File: src/rtl/transpose_rd_cmd_gen_if.sv
// MCIF read-request channel used by the Transpose read-command generator.
// The master issues burst requests and receives the per-burst completion pulses.
interface transpose_rd_cmd_gen_if #(
    parameter int ADDR_W     = 32,
    parameter int LOG2_BURST = 4
);
    logic                         rd_req_vld;
    logic                         rd_req_rdy;
    logic [LOG2_BURST+ADDR_W-1:0] rd_req_pd;
    logic                         rd_burst_done;

    modport master (
        output rd_req_vld,
        output rd_req_pd,
        input  rd_req_rdy,
        input  rd_burst_done
    );

    modport slave (
        input  rd_req_vld,
        input  rd_req_pd,
        output rd_req_rdy,
        output rd_burst_done
    );
endinterface

File: src/rtl/transpose_rd_cmd_gen.sv
// Walks channel slices x W bursts x H rows and issues MCIF burst reads,
// limited by a credit count of accepted-but-incomplete bursts.
//
// state   | meaning
// S_IDLE  | waiting for start
// S_ISSUE | issuing requests, gated by outstanding credits
// S_DRAIN | final request accepted, waiting for remaining completions
module transpose_rd_cmd_gen #(
    parameter int ADDR_W     = 32,
    parameter int LOG2_BURST = 4,
    parameter int CH_DIV_W   = 8,
    parameter int H_W        = 12,
    parameter int W_W        = 12,
    parameter int BEAT_BYTES = 64,
    parameter int MAX_OUTST  = 8
) (
    input  logic                  clk,
    input  logic                  rst_n,
    input  logic                  start,
    input  logic [ADDR_W-1:0]     base_addr,
    input  logic [ADDR_W-1:0]     surface_stride,
    input  logic [ADDR_W-1:0]     line_stride,
    input  logic [CH_DIV_W-1:0]   ch_div,
    input  logic [H_W-1:0]        h_in,
    input  logic [W_W-1:0]        w_in,
    transpose_rd_cmd_gen_if.master rd,
    output logic                  busy,
    output logic                  done
);

    localparam int                BURST  = 2 ** LOG2_BURST;
    localparam int                WB_W   = W_W - LOG2_BURST + 1;
    localparam int                OUT_W  = $clog2(MAX_OUTST + 1);
    localparam logic [ADDR_W-1:0] W_STEP = ADDR_W'(BURST * BEAT_BYTES);
    localparam logic [OUT_W-1:0]  OUT_MAX = OUT_W'(MAX_OUTST);

    typedef enum logic [1:0] {
        S_IDLE  = 2'd0,
        S_ISSUE = 2'd1,
        S_DRAIN = 2'd2
    } state_t;

    state_t              state, state_nxt;
    logic                done_set;

    logic [CH_DIV_W-1:0] ch_cnt;
    logic [WB_W-1:0]     wb_cnt;
    logic [H_W-1:0]      h_cnt;
    logic [ADDR_W-1:0]   ch_off, w_off, h_off;
    logic [OUT_W-1:0]    outst, outst_nxt;

    logic [WB_W-1:0]     num_wb;
    logic                last_ch, last_wb, last_h, final_req;
    logic                dims_ok, accept, retire;
    logic [LOG2_BURST-1:0] cmd_len;
    logic [ADDR_W-1:0]     cmd_addr;

    assign num_wb    = WB_W'(({1'b0, w_in} + (W_W+1)'(BURST - 1)) >> LOG2_BURST);
    assign last_ch   = (ch_cnt == ch_div - CH_DIV_W'(1));
    assign last_wb   = (wb_cnt == num_wb - WB_W'(1));
    assign last_h    = (h_cnt == h_in - H_W'(1));
    assign final_req = last_ch && last_wb && last_h;
    assign dims_ok   = (ch_div != '0) && (h_in != '0) && (w_in != '0);

    // Only the last burst of a row can be short; an exact multiple yields a full burst.
    assign cmd_len  = last_wb ? LOG2_BURST'(w_in - W_W'(1)) : '1;
    assign cmd_addr = base_addr + ch_off + w_off + h_off;

    assign rd.rd_req_vld = (state == S_ISSUE) && (outst < OUT_MAX);
    assign rd.rd_req_pd  = {cmd_len, cmd_addr};
    assign accept        = rd.rd_req_vld && rd.rd_req_rdy;
    assign retire        = rd.rd_burst_done && (outst != '0);
    assign busy          = (state != S_IDLE);

    always_comb begin
        outst_nxt = outst;
        case ({accept, retire})
            2'b10:   outst_nxt = outst + OUT_W'(1);
            2'b01:   outst_nxt = outst - OUT_W'(1);
            default: outst_nxt = outst;
        endcase
    end

    always_comb begin
        state_nxt = state;
        done_set  = 1'b0;
        case (state)
            S_IDLE: begin
                if (start) begin
                    if (dims_ok) state_nxt = S_ISSUE;
                    else         done_set  = 1'b1;
                end
            end
            S_ISSUE: begin
                if (accept && final_req) begin
                    if (outst_nxt == '0) begin
                        state_nxt = S_IDLE;
                        done_set  = 1'b1;
                    end else begin
                        state_nxt = S_DRAIN;
                    end
                end
            end
            S_DRAIN: begin
                if (outst_nxt == '0) begin
                    state_nxt = S_IDLE;
                    done_set  = 1'b1;
                end
            end
            default: state_nxt = S_IDLE;
        endcase
    end

    always_ff @(posedge clk or negedge rst_n) begin
        if (!rst_n) begin
            state <= S_IDLE;
            done  <= 1'b0;
            outst <= '0;
        end else begin
            state <= state_nxt;
            done  <= done_set;
            outst <= outst_nxt;
        end
    end

    always_ff @(posedge clk or negedge rst_n) begin
        if (!rst_n) begin
            ch_cnt <= '0;
            wb_cnt <= '0;
            h_cnt  <= '0;
            ch_off <= '0;
            w_off  <= '0;
            h_off  <= '0;
        end else if ((state == S_IDLE) && start) begin
            ch_cnt <= '0;
            wb_cnt <= '0;
            h_cnt  <= '0;
            ch_off <= '0;
            w_off  <= '0;
            h_off  <= '0;
        end else if (accept) begin
            if (!last_ch) begin
                ch_cnt <= ch_cnt + CH_DIV_W'(1);
                ch_off <= ch_off + surface_stride;
            end else begin
                ch_cnt <= '0;
                ch_off <= '0;
                if (!last_wb) begin
                    wb_cnt <= wb_cnt + WB_W'(1);
                    w_off  <= w_off + W_STEP;
                end else begin
                    wb_cnt <= '0;
                    w_off  <= '0;
                    if (!last_h) begin
                        h_cnt <= h_cnt + H_W'(1);
                        h_off <= h_off + line_stride;
                    end else begin
                        h_cnt <= '0;
                        h_off <= '0;
                    end
                end
            end
        end
    end

endmodule

File: src/flat_wrapper.sv
// flat-port wrapper written by rule: the top's interface ports become plain ports
module transpose_rd_cmd_gen_flat 
#(
    parameter int ADDR_W     = 32,
    parameter int LOG2_BURST = 4,
    parameter int CH_DIV_W   = 8,
    parameter int H_W        = 12,
    parameter int W_W        = 12,
    parameter int BEAT_BYTES = 64,
    parameter int MAX_OUTST  = 8
)
  (clk, rst_n, start, base_addr, surface_stride, line_stride, ch_div, h_in, w_in, busy, done, rd_rd_req_vld, rd_rd_req_pd, rd_rd_req_rdy, rd_rd_burst_done);
  transpose_rd_cmd_gen_if #(.ADDR_W(ADDR_W), .LOG2_BURST(LOG2_BURST)) rd_i ();
  input  logic clk;
  input  logic rst_n;
  input  logic start;
  input  logic [ADDR_W-1:0] base_addr;
  input  logic [ADDR_W-1:0] surface_stride;
  input  logic [ADDR_W-1:0] line_stride;
  input  logic [CH_DIV_W-1:0] ch_div;
  input  logic [H_W-1:0] h_in;
  input  logic [W_W-1:0] w_in;
  output logic busy;
  output logic done;
  output wire logic [$bits(rd_i.rd_req_vld)-1:0] rd_rd_req_vld;
  output wire logic [$bits(rd_i.rd_req_pd)-1:0] rd_rd_req_pd;
  input wire logic [$bits(rd_i.rd_req_rdy)-1:0] rd_rd_req_rdy;
  input wire logic [$bits(rd_i.rd_burst_done)-1:0] rd_rd_burst_done;
  assign rd_rd_req_vld = rd_i.rd_req_vld;
  assign rd_rd_req_pd = rd_i.rd_req_pd;
  assign rd_i.rd_req_rdy = rd_rd_req_rdy;
  assign rd_i.rd_burst_done = rd_rd_burst_done;
  transpose_rd_cmd_gen #(.ADDR_W(ADDR_W), .LOG2_BURST(LOG2_BURST), .CH_DIV_W(CH_DIV_W), .H_W(H_W), .W_W(W_W), .BEAT_BYTES(BEAT_BYTES), .MAX_OUTST(MAX_OUTST)) u_core (.clk(clk), .rst_n(rst_n), .start(start), .base_addr(base_addr), .surface_stride(surface_stride), .line_stride(line_stride), .ch_div(ch_div), .h_in(h_in), .w_in(w_in), .rd(rd_i), .busy(busy), .done(done));
endmodule
File: config.mk
export PLATFORM = sky130hd
export DESIGN_NAME = transpose_rd_cmd_gen_flat
export DESIGN_NICKNAME = d
export VERILOG_FILES = /design/src/rtl/transpose_rd_cmd_gen_if.sv /design/src/rtl/transpose_rd_cmd_gen.sv /design/src/flat_wrapper.sv
export SDC_FILE = /design/constraint.sdc
export NUM_CORES = 1
export LEC_CHECK = 0
export CORE_UTILIZATION = 50
export CTS_BUF_LIST = sky130_fd_sc_hd__clkbuf_16
export DETAILED_ROUTE_END_ITERATION = 8
export DONT_BUFFER_PORTS = 1
export REMOVE_ABC_BUFFERS = 1
export SLEW_MARGIN = 0
export SYNTH_ARGS = -nofsm -noshare
export SYNTH_HDL_FRONTEND = slang
export SYNTH_SLANG_ARGS = --single-unit
export TNS_END_PERCENT = 10
File: constraint.sdc
create_clock -name clk -period 5.6 [get_ports clk]
set_clock_uncertainty 0.15 [all_clocks]
set_input_delay 1.12 -clock clk [delete_from_list [all_inputs] [get_ports clk]]
set_output_delay 1.12 -clock clk [all_outputs]
set_load 0.1 [all_outputs]
=== After elaboration in Yosys (flattened, before gate mapping) ===
Index checks and enable logic that the tools add are counted.

* Output and inout bits: 39
* Bits in registers: 132
* Bits of input ports: 133

* Magnitude comparators: 1
* Add/sub/neg operators: 16
* Multiplexer cells: 37
* Reduce and logical (&&, ||, !) cells: 22
* Equality and inequality tests: 11

{| class="wikitable"
|+ Operator list
! cell !! count
|-
| 32-bit 2-to-1 mux || 12
|-
| 32-bit adder || 5
|-
| 12-bit 2-to-1 mux || 5
|-
| 9-bit 2-to-1 mux || 4
|-
| 32-bit by 11-bit adder with 32-bit output (second input constant) || 1
|-
| 8-bit 2-to-1 mux || 3
|-
| 12-bit nonzero test || 2
|-
| 12-bit by 4-bit adder with 13-bit output (second input constant) || 1
|-
| 12-bit by 1-bit adder with 12-bit output (second input constant) || 1
|-
| 12-bit == test || 1
|-
| 12-bit by 1-bit subtractor with 12-bit output (second input constant) || 1
|-
| 2-bit 2-to-1 mux || 5
|-
| 9-bit by 1-bit adder with 9-bit output (second input constant) || 1
|-
| 9-bit == test || 1
|-
| 1-bit logical AND || 9
|-
| 9-bit by 1-bit subtractor with 9-bit output (second input constant) || 1
|-
| 8-bit by 1-bit adder with 8-bit output (second input constant) || 1
|-
| 8-bit == test || 1
|-
| 4-bit case mux with 2 select lines || 1
|-
| 2-bit nonzero test || 4
|-
| 8-bit nonzero test || 1
|-
| 4-bit by 1-bit subtractor with 4-bit output (second input constant) || 2
|-
| 8-bit by 1-bit subtractor with 8-bit output (second input constant) || 1
|-
| 2-bit case mux with 3 select lines || 1
|-
| other kinds (15) || 22
|}

=== Logic depth before layout (Yosys ltp) ===
Gate-level depths: netlist (run 1).

* Depth in word-level cells: 9
* Gate-level depth with buffers: 18

=== Worst setup path after synthesis (run 1) ===
OpenSTA, ideal clock, no wires.

* Path type: input-to-output
* Start point: input base_addr[1]
* End point: output rd_rd_req_pd[31]
* Buffers on the path: 0
* Path slack: -4.296 ns
* Stages on the path: 14
* Data arrival time: 8.626 ns
* Path through: ha_1 > fa_1 > ha_1 > inv_1 > fa_1 > nor2b_1 > o31a_1 > o41a_1 > o31a_1 > o21ai_0 > o21ai_0 > o221ai_1 > mux2i_1 > a2111oi_0

* Cells in the longest elaborated chain, start to end: 3

{| class="wikitable"
|+ RTL lines
! what !! line !! text
|-
| from (decl) || flat_wrapper.sv:17 || <nowiki>input logic [ADDR_W-1:0] base_addr;</nowiki>
|-
| 32-bit adder (3 in series) || transpose_rd_cmd_gen.sv:67 || <nowiki>assign cmd_addr = base_addr + ch_off + w_off + h_off;</nowiki>
|-
| to (decl) || flat_wrapper.sv:26 || <nowiki>output wire logic [$bits(rd_i.rd_req_pd)-1:0] rd_rd_req_pd;</nowiki>
|}

Every way passes these cells.

=== Final worst setup path (run 1) ===
* Start point: input base_addr[10]
* End point: output rd_rd_req_pd[31]

The elaborated chain is that of the path after synthesis.

==> impl_metrics.csv, run 1 <==
group,metric,value,unit
timing,fmaxAchievable,172,MHz
setup_path,critPathSlowestCell,"sky130_fd_sc_hd__fa_1",
clock_tree,cts-buffers-inserted,17,
routing,routed_wl,34.3,mm
routing,viasPerCell,5.94,
setup_path,r2r_start,"u_core.state[1]",
timing,final_max_slew_viol_count,0,
logic_synthesis,synth.lib_cells_used.distinct,88,
timing,hold_ws,0.228,ns
placed_design,io_buffers,0,
power_and_ir_drop,power_density,623,nW/µm²
logic_synthesis,synth.avg_cell_area,8.84,µm²
status,failed_checks,"setup timing",
logic_synthesis,synth_seq_area_share,24.2,%
finish,finish.net_count,1824,
setup_path,start_kind,"input port",
setup_path,max_fanout_on_critical_path,3,
routing,drtIter0Drc,679,
setup_path,path_buf_inv,2,
timing,minimum_clock_period_after_layout,5.83,ns
setup_path,setup.reg_to_reg.worst_slack,1.50,ns
floorplan,die_y,161,µm
routing,ant_nets,0,
timing,worst_slack,-0.230,ns
logic_synthesis,post-synth-top-area-cell,"sky130_fd_sc_hd__dfrtp_1",
floorplan,rows,57,
clock_tree,tritoncts,"built",
clock_tree,max_clock_buf_depth,2,
clock_tree,cts.htree.levels,4,
timing,worst_slew_pin_slew,1.14,ns
logic_synthesis,syn_area,12600,µm²
setup_path,regToRegEndpoint,"u_core.h_off[24]",
power_and_ir_drop,leakagePower,7.01,nW
logic_synthesis,synth.top_cells.by_area,"sky130_fd_sc_hd__dfrtp_1 (24%), sky130_fd_sc_hd__ha_1 (12%), sky130_fd_sc_hd__fa_1 (8.7%), sky130_fd_sc_hd__xnor2_1 (5.8%), sky130_fd_sc_hd__xor2_1 (5.2%)",
global_routing,grt_util_all_layers,27.1,%
floorplan,die_width,161,µm
floorplan,die_area,25800,µm²
global_routing,largest_net_degree_at_the_start_of_global_routing,123,
floorplan,floorplan.initialDensity,51.4,%
timing,setup-tns-final,-0.780,ns
finish,area_growth_syn_to_layout,18.3,%
timing,report.final.hold_viol_count,0,
timing,grt_setup_unrepaired,"yes",
logic_synthesis,synth_top_area_share,24.2,%
routing,route.detailed.drc,0,
clock_tree,clock_latency_on_the_worst_skew_pair,0.43,ns
setup_path,critPathTopFamily,"compound AO/OA/AOI/OAI gates",
setup_path,timing.critical_path.cells,"fa_1 -> fa_1 -> ha_1 -> and3_1 -> a221o_1 -> o31a_1 -> o21ai_2 -> o21ai_2 -> o221ai_2 -> mux2i_1 -> a2111oi_2 -> buf_4 -> buf_16",
global_routing,grt_pass1_wl,55.3,mm
timing,setup_violations,6,
placed_design,post-place-ws,-0.748,ns
run,cap_violations,0,
setup_path,cpPeakStageDelay,0.55,ns
logic_synthesis,synth_enable_flop_cells,0,
logic_synthesis,yosysWarningCount,0,
finish,fraction_of_final_layout_cells_sized_beyond_drive_strength_1,14.8,%
setup_path,timing.reg2reg.worst_path_depth,11,
logic_synthesis,yosys_most_used_dff,"sky130_fd_sc_hd__dfrtp_1",
global_routing,grt_pass1_vias,10800,
setup_path,critPathArrivalTime,4.56,ns
placed_design,post-dp-hpwl,26.9,mm
setup_path,critical_path_required,4.33,ns
clock_tree,clk_root_buffer_cell,"sky130_fd_sc_hd__clkbuf_16",
timing,max_slew_margin,23.7,%
logic_synthesis,asyncSetResetFlopFracSynth,100,%
placed_design,placer_s_final_routability_congestion_estimate,0.886,
global_routing,grt_antenna_before_repair,1,
status,run_status,"complete, but fails checks",
logic_synthesis,ys_seq_elements,122,
clock_tree,cts_hold_buffers,0,
setup_path,worst_setup_path_end_kind,"primary output",
timing,period_share,104,%
setup_path,criticalPathCategory,"in2out",
clock_tree,clkTransAtPathRegs,0.06,ns
logic_synthesis,post_synth_inst_count,1425,
hold_path,hp-class,"in2async",
routing,routed-via-count,11000,
floorplan,standard_cell_core_area,24500,µm²
power_and_ir_drop,vdd.ir_drop.worst,0.00116,V
floorplan,pin_count,172,
global_routing,gr-total-overflow,0,
clock_tree,cts_num_sinks,122,
routing,detailedRoute.firstPassIterationCount,5,
routing,average_wire_per_standard_cell,18.5,µm
==> sequential cells by signal, indices dropped and copies added, names as in the netlist <==
signal and cells:
u_core.ch_off 32, u_core.h_off 32, u_core.w_off 22, u_core.h_cnt 12, u_core.wb_cnt 9, u_core.ch_cnt 8, u_core.outst 4, u_core.state 2
u_core.done 1
==> per-stage QoR <==
stage / std cells / utilization [%] / area, µm² / total power [W]
after floorplan: 1388 / - / 12400 / 0.00557
after global placement: 1823 / 57.5 / 14100 / 0.00786
after detailed placement: 1823 / 57.5 / 14100 / 0.00792
after CTS: 1856 / 60.6 / 14900 / 0.00930
after global routing: 1857 / 60.8 / 14900 / 0.00979
final: 1857 / 60.8 / 14900 / 0.00929
==> metal layers <==
layer	global-route usage, %	vias to the layer above	routed length (µm)
met5	0	-	0
met3	5.89	34	2030
li1	-	5394	-
met4	8.49	0	826
met2	45.5	250	16400
met1	34.8	5347	15000
==> area by class of cell <==
type / instances / area, µm²
Antenna cell: 1 / 2.50
Clock inverter: 15 / 205
Inverter: 39 / 146
Sequential cell: 122 / 3050
Tap cell: 324 / 405
Fill cell: 2174 / 9630
Multi-Input combinational cell: 1227 / 9560
Timing Repair Buffer: 112 / 1110
Clock buffer: 17 / 425
==> how the worst max path moves through the flow <==
stage,cells past startpoint,slack (ns),from,to
after global placement,16,-0.68,base_addr[1],rd_rd_req_pd[31]
after global routing,16,-0.42,base_addr[1],rd_rd_req_pd[31]
after floorplan,14,-4.30,base_addr[1],rd_rd_req_pd[31]
after detailed placement,16,-0.75,base_addr[1],rd_rd_req_pd[31]
final,13,-0.23,base_addr[10],rd_rd_req_pd[31]
after CTS,16,-0.24,base_addr[1],rd_rd_req_pd[31]
==> cell usage in the layout, fill, tap and decap left out, types with 18 or more instances in the layout <==
cell type / instances
sky130_fd_sc_hd__o21ai_1: 31
sky130_fd_sc_hd__fa_1: 53
sky130_fd_sc_hd__and3_1: 22
sky130_fd_sc_hd__xnor2_2: 21
sky130_fd_sc_hd__nor4_1: 21
sky130_fd_sc_hd__nand4_1: 21
sky130_fd_sc_hd__a21o_1: 56
sky130_fd_sc_hd__nor3_1: 37
sky130_fd_sc_hd__nand2_1: 128
sky130_fd_sc_hd__inv_1: 37
sky130_fd_sc_hd__o21ai_0: 90
sky130_fd_sc_hd__ha_1: 112
sky130_fd_sc_hd__xor2_1: 71
sky130_fd_sc_hd__a21oi_1: 81
sky130_fd_sc_hd__xnor2_1: 63
sky130_fd_sc_hd__nand3_1: 33
sky130_fd_sc_hd__buf_4: 92
sky130_fd_sc_hd__dfrtp_1: 122
sky130_fd_sc_hd__buf_12: 18
sky130_fd_sc_hd__nor2_1: 110
==> logic make-up (layout without fill, tap and decap cells) <==
logic type      after synthesis  count (layout)  synth area share, %
simple gates                474             474                 19.0
compound gates              414             414                 21.6
fa+ha+maj                   172             172                 20.4
xor+xnor                    160             160                 11.3
flops                       122             122                 24.2
buf+inv                      76             183                 2.93
mux                           7               7                0.566
other cells                   0               1                    0
==> repair_timing <==
action | in CTS | in global routing
resized for setup | 28 | 9
setup buffers | 1 | 0
pin swaps | 21 | 4
endpoints found under the setup margin | 13 | 14
endpoints found under the hold margin | 0 | 0
==> synth_stat cells, types with 5 or more instances <==
library cell               count
sky130_fd_sc_hd__a211oi_1     17
sky130_fd_sc_hd__a21o_1       56
sky130_fd_sc_hd__a21oi_1      87
sky130_fd_sc_hd__a221o_1       5
sky130_fd_sc_hd__a22o_1       12
sky130_fd_sc_hd__a31oi_1       8
sky130_fd_sc_hd__and2_1       10
sky130_fd_sc_hd__and3_1       22
sky130_fd_sc_hd__and4_1        6
sky130_fd_sc_hd__buf_6         9
sky130_fd_sc_hd__clkbuf_1     17
sky130_fd_sc_hd__dfrtp_1     122
sky130_fd_sc_hd__fa_1         55
sky130_fd_sc_hd__ha_1        117
sky130_fd_sc_hd__inv_1        39
sky130_fd_sc_hd__mux2i_1       6
sky130_fd_sc_hd__nand2_1     128
sky130_fd_sc_hd__nand2b_1     17
sky130_fd_sc_hd__nand3_1      33
sky130_fd_sc_hd__nand4_1      21
sky130_fd_sc_hd__nor2_1      116
sky130_fd_sc_hd__nor2b_1      10
sky130_fd_sc_hd__nor3_1       38
sky130_fd_sc_hd__nor4_1       21
sky130_fd_sc_hd__o211ai_1      8
sky130_fd_sc_hd__o21a_1       15
sky130_fd_sc_hd__o21ai_0      93
sky130_fd_sc_hd__o21ai_1      31
sky130_fd_sc_hd__o21bai_1     10
sky130_fd_sc_hd__o31ai_1      10
sky130_fd_sc_hd__or3_1        12
sky130_fd_sc_hd__or4_1         5
sky130_fd_sc_hd__xnor2_1      83
sky130_fd_sc_hd__xor2_1       75
==> power breakdown <==
group          total (W)  switching [W]  leakage [nW]  internal, W
registers        0.00126       0.000222          1.62      0.00104
clock network    0.00123       0.000444         0.298     0.000782
logic            0.00680        0.00422          5.09      0.00259
total            0.00929        0.00488          7.01      0.00441
Note: power is estimated with default switching activity, not from simulation.
==> run 2, diff against run 1 <==
--- a/config.mk
+++ b/config.mk
@@ -5,6 +5,7 @@
 export SDC_FILE = /design/constraint.sdc
 export NUM_CORES = 1
 export LEC_CHECK = 0
+export CORE_MARGIN = 2
 export CORE_UTILIZATION = 50
 export CTS_BUF_LIST = sky130_fd_sc_hd__clkbuf_16
 export DETAILED_ROUTE_END_ITERATION = 8
==> impl_metrics.csv, run 2 (synthesis results as in run 1) <==
group,metric,value,unit
floorplan,floorplan.initialDensity,50.5,%
timing,worst_slew_pin_slew,1.11,ns
setup_path,r2r_start,"u_core.state[1]",
power_and_ir_drop,power_density,626,nW/µm²
finish,layout_commonest_cell,"sky130_fd_sc_hd__nand2_1",
clock_tree,clock_latency_on_the_worst_skew_pair,0.42,ns
clock_tree,clk_root_buffer_cell,"sky130_fd_sc_hd__clkbuf_16",
floorplan,die_width,163,µm
routing,drtIter0Drc,680,
power_and_ir_drop,leakagePower,7.04,nW
finish,layout_cell_area_excl_fill,15000,µm²
routing,detailedRoute.firstPassIterationCount,5,
finish,antenna_cells,0,
floorplan,standard_cell_core_area,25000,µm²
setup_path,max_fanout_on_critical_path,3,
floorplan,die_y,163,µm
timing,max_slew_margin,25.7,%
routing,average_wire_per_standard_cell,18.4,µm
global_routing,grt_pass1_wl,54.2,mm
timing,period_share,104,%
global_routing,gr-total-overflow,0,
setup_path,worst_setup_path_end_kind,"primary output",
power_and_ir_drop,netSwitchingFraction,51.9,%
routing,viasPerCell,5.86,
finish,multi_input_comb_area,9590,µm²
timing,minimum_clock_period_after_layout,5.82,ns
timing,setup_violations,8,
finish,finish.net_count,1822,
finish,area_growth_syn_to_layout,18.8,%
setup_path,critical_path_required,4.33,ns
clock_tree,cts.htree.levels,4,
placed_design,io_buffers,0,
setup_path,critPathLaunch,"base_addr[3]",
global_routing,grt_antenna_before_repair,2,
status,failed_checks,"setup timing",
clock_tree,clkTransAtPathRegs,0.06,ns
finish,final_cell_mix,"sky130_fd_sc_hd__nand2_1 (128), sky130_fd_sc_hd__dfrtp_1 (122), sky130_fd_sc_hd__nor2_1 (111), sky130_fd_sc_hd__ha_1 (111), sky130_fd_sc_hd__buf_4 (89)",
floorplan,rows,58,
timing,setup-tns-final,-0.852,ns
routing,ant_nets,0,
setup_path,worst_setup_path_endpoint,"rd_rd_req_pd[31]",
placed_design,placed_cell_area,14100,µm²
global_routing,grt_pass1_vias,10400,
timing,worst_slack,-0.223,ns
routing,routed_wl,34.1,mm
hold_path,hp-class,"in2async",
setup_path,regToRegEndpoint,"u_core.h_off[24]",
routing,routed-via-count,10900,
status,run_status,"complete, but fails checks",
clock_tree,max_clock_buf_depth,2,
finish,largest_registers,"u_core.ch_off (32), u_core.h_off (32), u_core.w_off (22)",
timing,fmaxAchievable,172,MHz
run,cap_violations,0,
timing,final_max_slew_viol_count,0,
routing,route.detailed.drc,0,
placed_design,placer_s_final_routability_congestion_estimate,0.904,
finish,fillCellCount,2233,
clock_tree,tritoncts,"built",
power_and_ir_drop,netSwitchingPower,0.00486,W
timing,grt_setup_unrepaired,"yes",
setup_path,start_kind,"input port",
timing,report.final.hold_viol_count,0,
power_and_ir_drop,p_clk_share,13.8,%
placed_design,post-dp-hpwl,26.8,mm
floorplan,pin_count,172,
setup_path,critPathArrivalTime,4.55,ns
power_and_ir_drop,comb_power_share,72.8,%
finish,fraction_of_final_layout_cells_sized_beyond_drive_strength_1,14.5,%
setup_path,setup.reg_to_reg.worst_slack,1.47,ns
floorplan,die_area,26500,µm²
clock_tree,cts-buffers-inserted,17,
power_and_ir_drop,internal-power,0.00451,W
finish,register_area,3050,µm²
clock_tree,cts_hold_buffers,0,
power_and_ir_drop,vdd.ir_drop.worst,0.00115,V
global_routing,grt_util_all_layers,26.0,%
global_routing,largest_net_degree_at_the_start_of_global_routing,123,
setup_path,criticalPathCategory,"in2out",
clock_tree,cts_num_sinks,122,
power_and_ir_drop,pwr-share-seq,13.5,%
setup_path,timing.reg2reg.worst_path_depth,11,
run 2: power by group through the flow:
stage | Clock [W] | Sequential [W] | Combinational [W]
after floorplan | 0 | 0.00119 | 0.00437
after global placement | 0 | 0.00128 | 0.00656
after detailed placement | 0 | 0.00128 | 0.00660
after CTS | 0.00132 | 0.00127 | 0.00679
after global routing | 0.00135 | 0.00129 | 0.00723
final | 0.00129 | 0.00126 | 0.00682
run 2: what timing repair did:
| action | 4_1_cts | 5_1_grt |
|---|---|---|
| cloned | 0 | 0 |
| gates resized for setup | 32 | 6 |
| setup endpoints to repair | 13 | 16 |
| pin swaps | 20 | 3 |
| buffers inserted | 3 | 0 |
run 2: critical path, cell delays in order:
cell	delay (ns)
sky130_fd_sc_hd__ha_1	0.28
sky130_fd_sc_hd__fa_1	0.44
sky130_fd_sc_hd__ha_1	0.29
sky130_fd_sc_hd__nor2b_2	0.16
sky130_fd_sc_hd__o31a_1	0.30
sky130_fd_sc_hd__o41a_1	0.41
sky130_fd_sc_hd__o31a_1	0.32
sky130_fd_sc_hd__o21ai_2	0.17
sky130_fd_sc_hd__o21ai_2	0.10
sky130_fd_sc_hd__o221ai_2	0.19
sky130_fd_sc_hd__mux2i_1	0.12
sky130_fd_sc_hd__a2111oi_2	0.28
sky130_fd_sc_hd__buf_4	0.18
sky130_fd_sc_hd__buf_16	0.16
run 2: metal layers:
layer,GRT usage [%],wire length (µm),vias to the layer above,part of all wire [%]
li1,-,-,5401,-
met1,34.7,15200,5220,45
met2,43.7,16500,258,48
met3,6.09,2090,22,6.1
met4,4.10,306,4,0.90
met5,0,30,-,0.088
run 2: final cells by class:
class,instances,area share (%)
multi-input combinational,1227,64.0
sequential,122,20.4
timing repair buffer,110,7.31
clock buffer,17,2.84
tap,330,2.76
clock inverter,15,1.69
inverter,39,0.978
run 2: through the flow:
stage          total power [W]  setup WS [ns]  hold slack [ns]  utilization, %  cells
6_report               0.00938         -0.223            0.241            60.0   1860
4_1_cts                0.00938         -0.224            0.227            59.8   1860
3_5_place_dp           0.00788         -0.732            0.364            56.4   1825
3_3_place_gp           0.00784         -0.672            0.362            56.4   1825
5_1_grt                0.00987         -0.428            0.221            60.0   1860
2_1_floorplan          0.00557          -4.30            0.331               -   1388
run 2: worst min-delay path by stage:
stage	start	to	slack, ns	depth (start not counted)
after floorplan	u_core.state[0]	u_core.done	0.33	1
after global placement	u_core.h_off[5]	u_core.h_off[5]	0.36	2
after global routing	rst_n	u_core.ch_off[1]	0.22	0
after detailed placement	u_core.h_off[5]	u_core.h_off[5]	0.36	2
final	rst_n	u_core.ch_off[1]	0.24	0
after CTS	rst_n	u_core.ch_off[1]	0.23	0
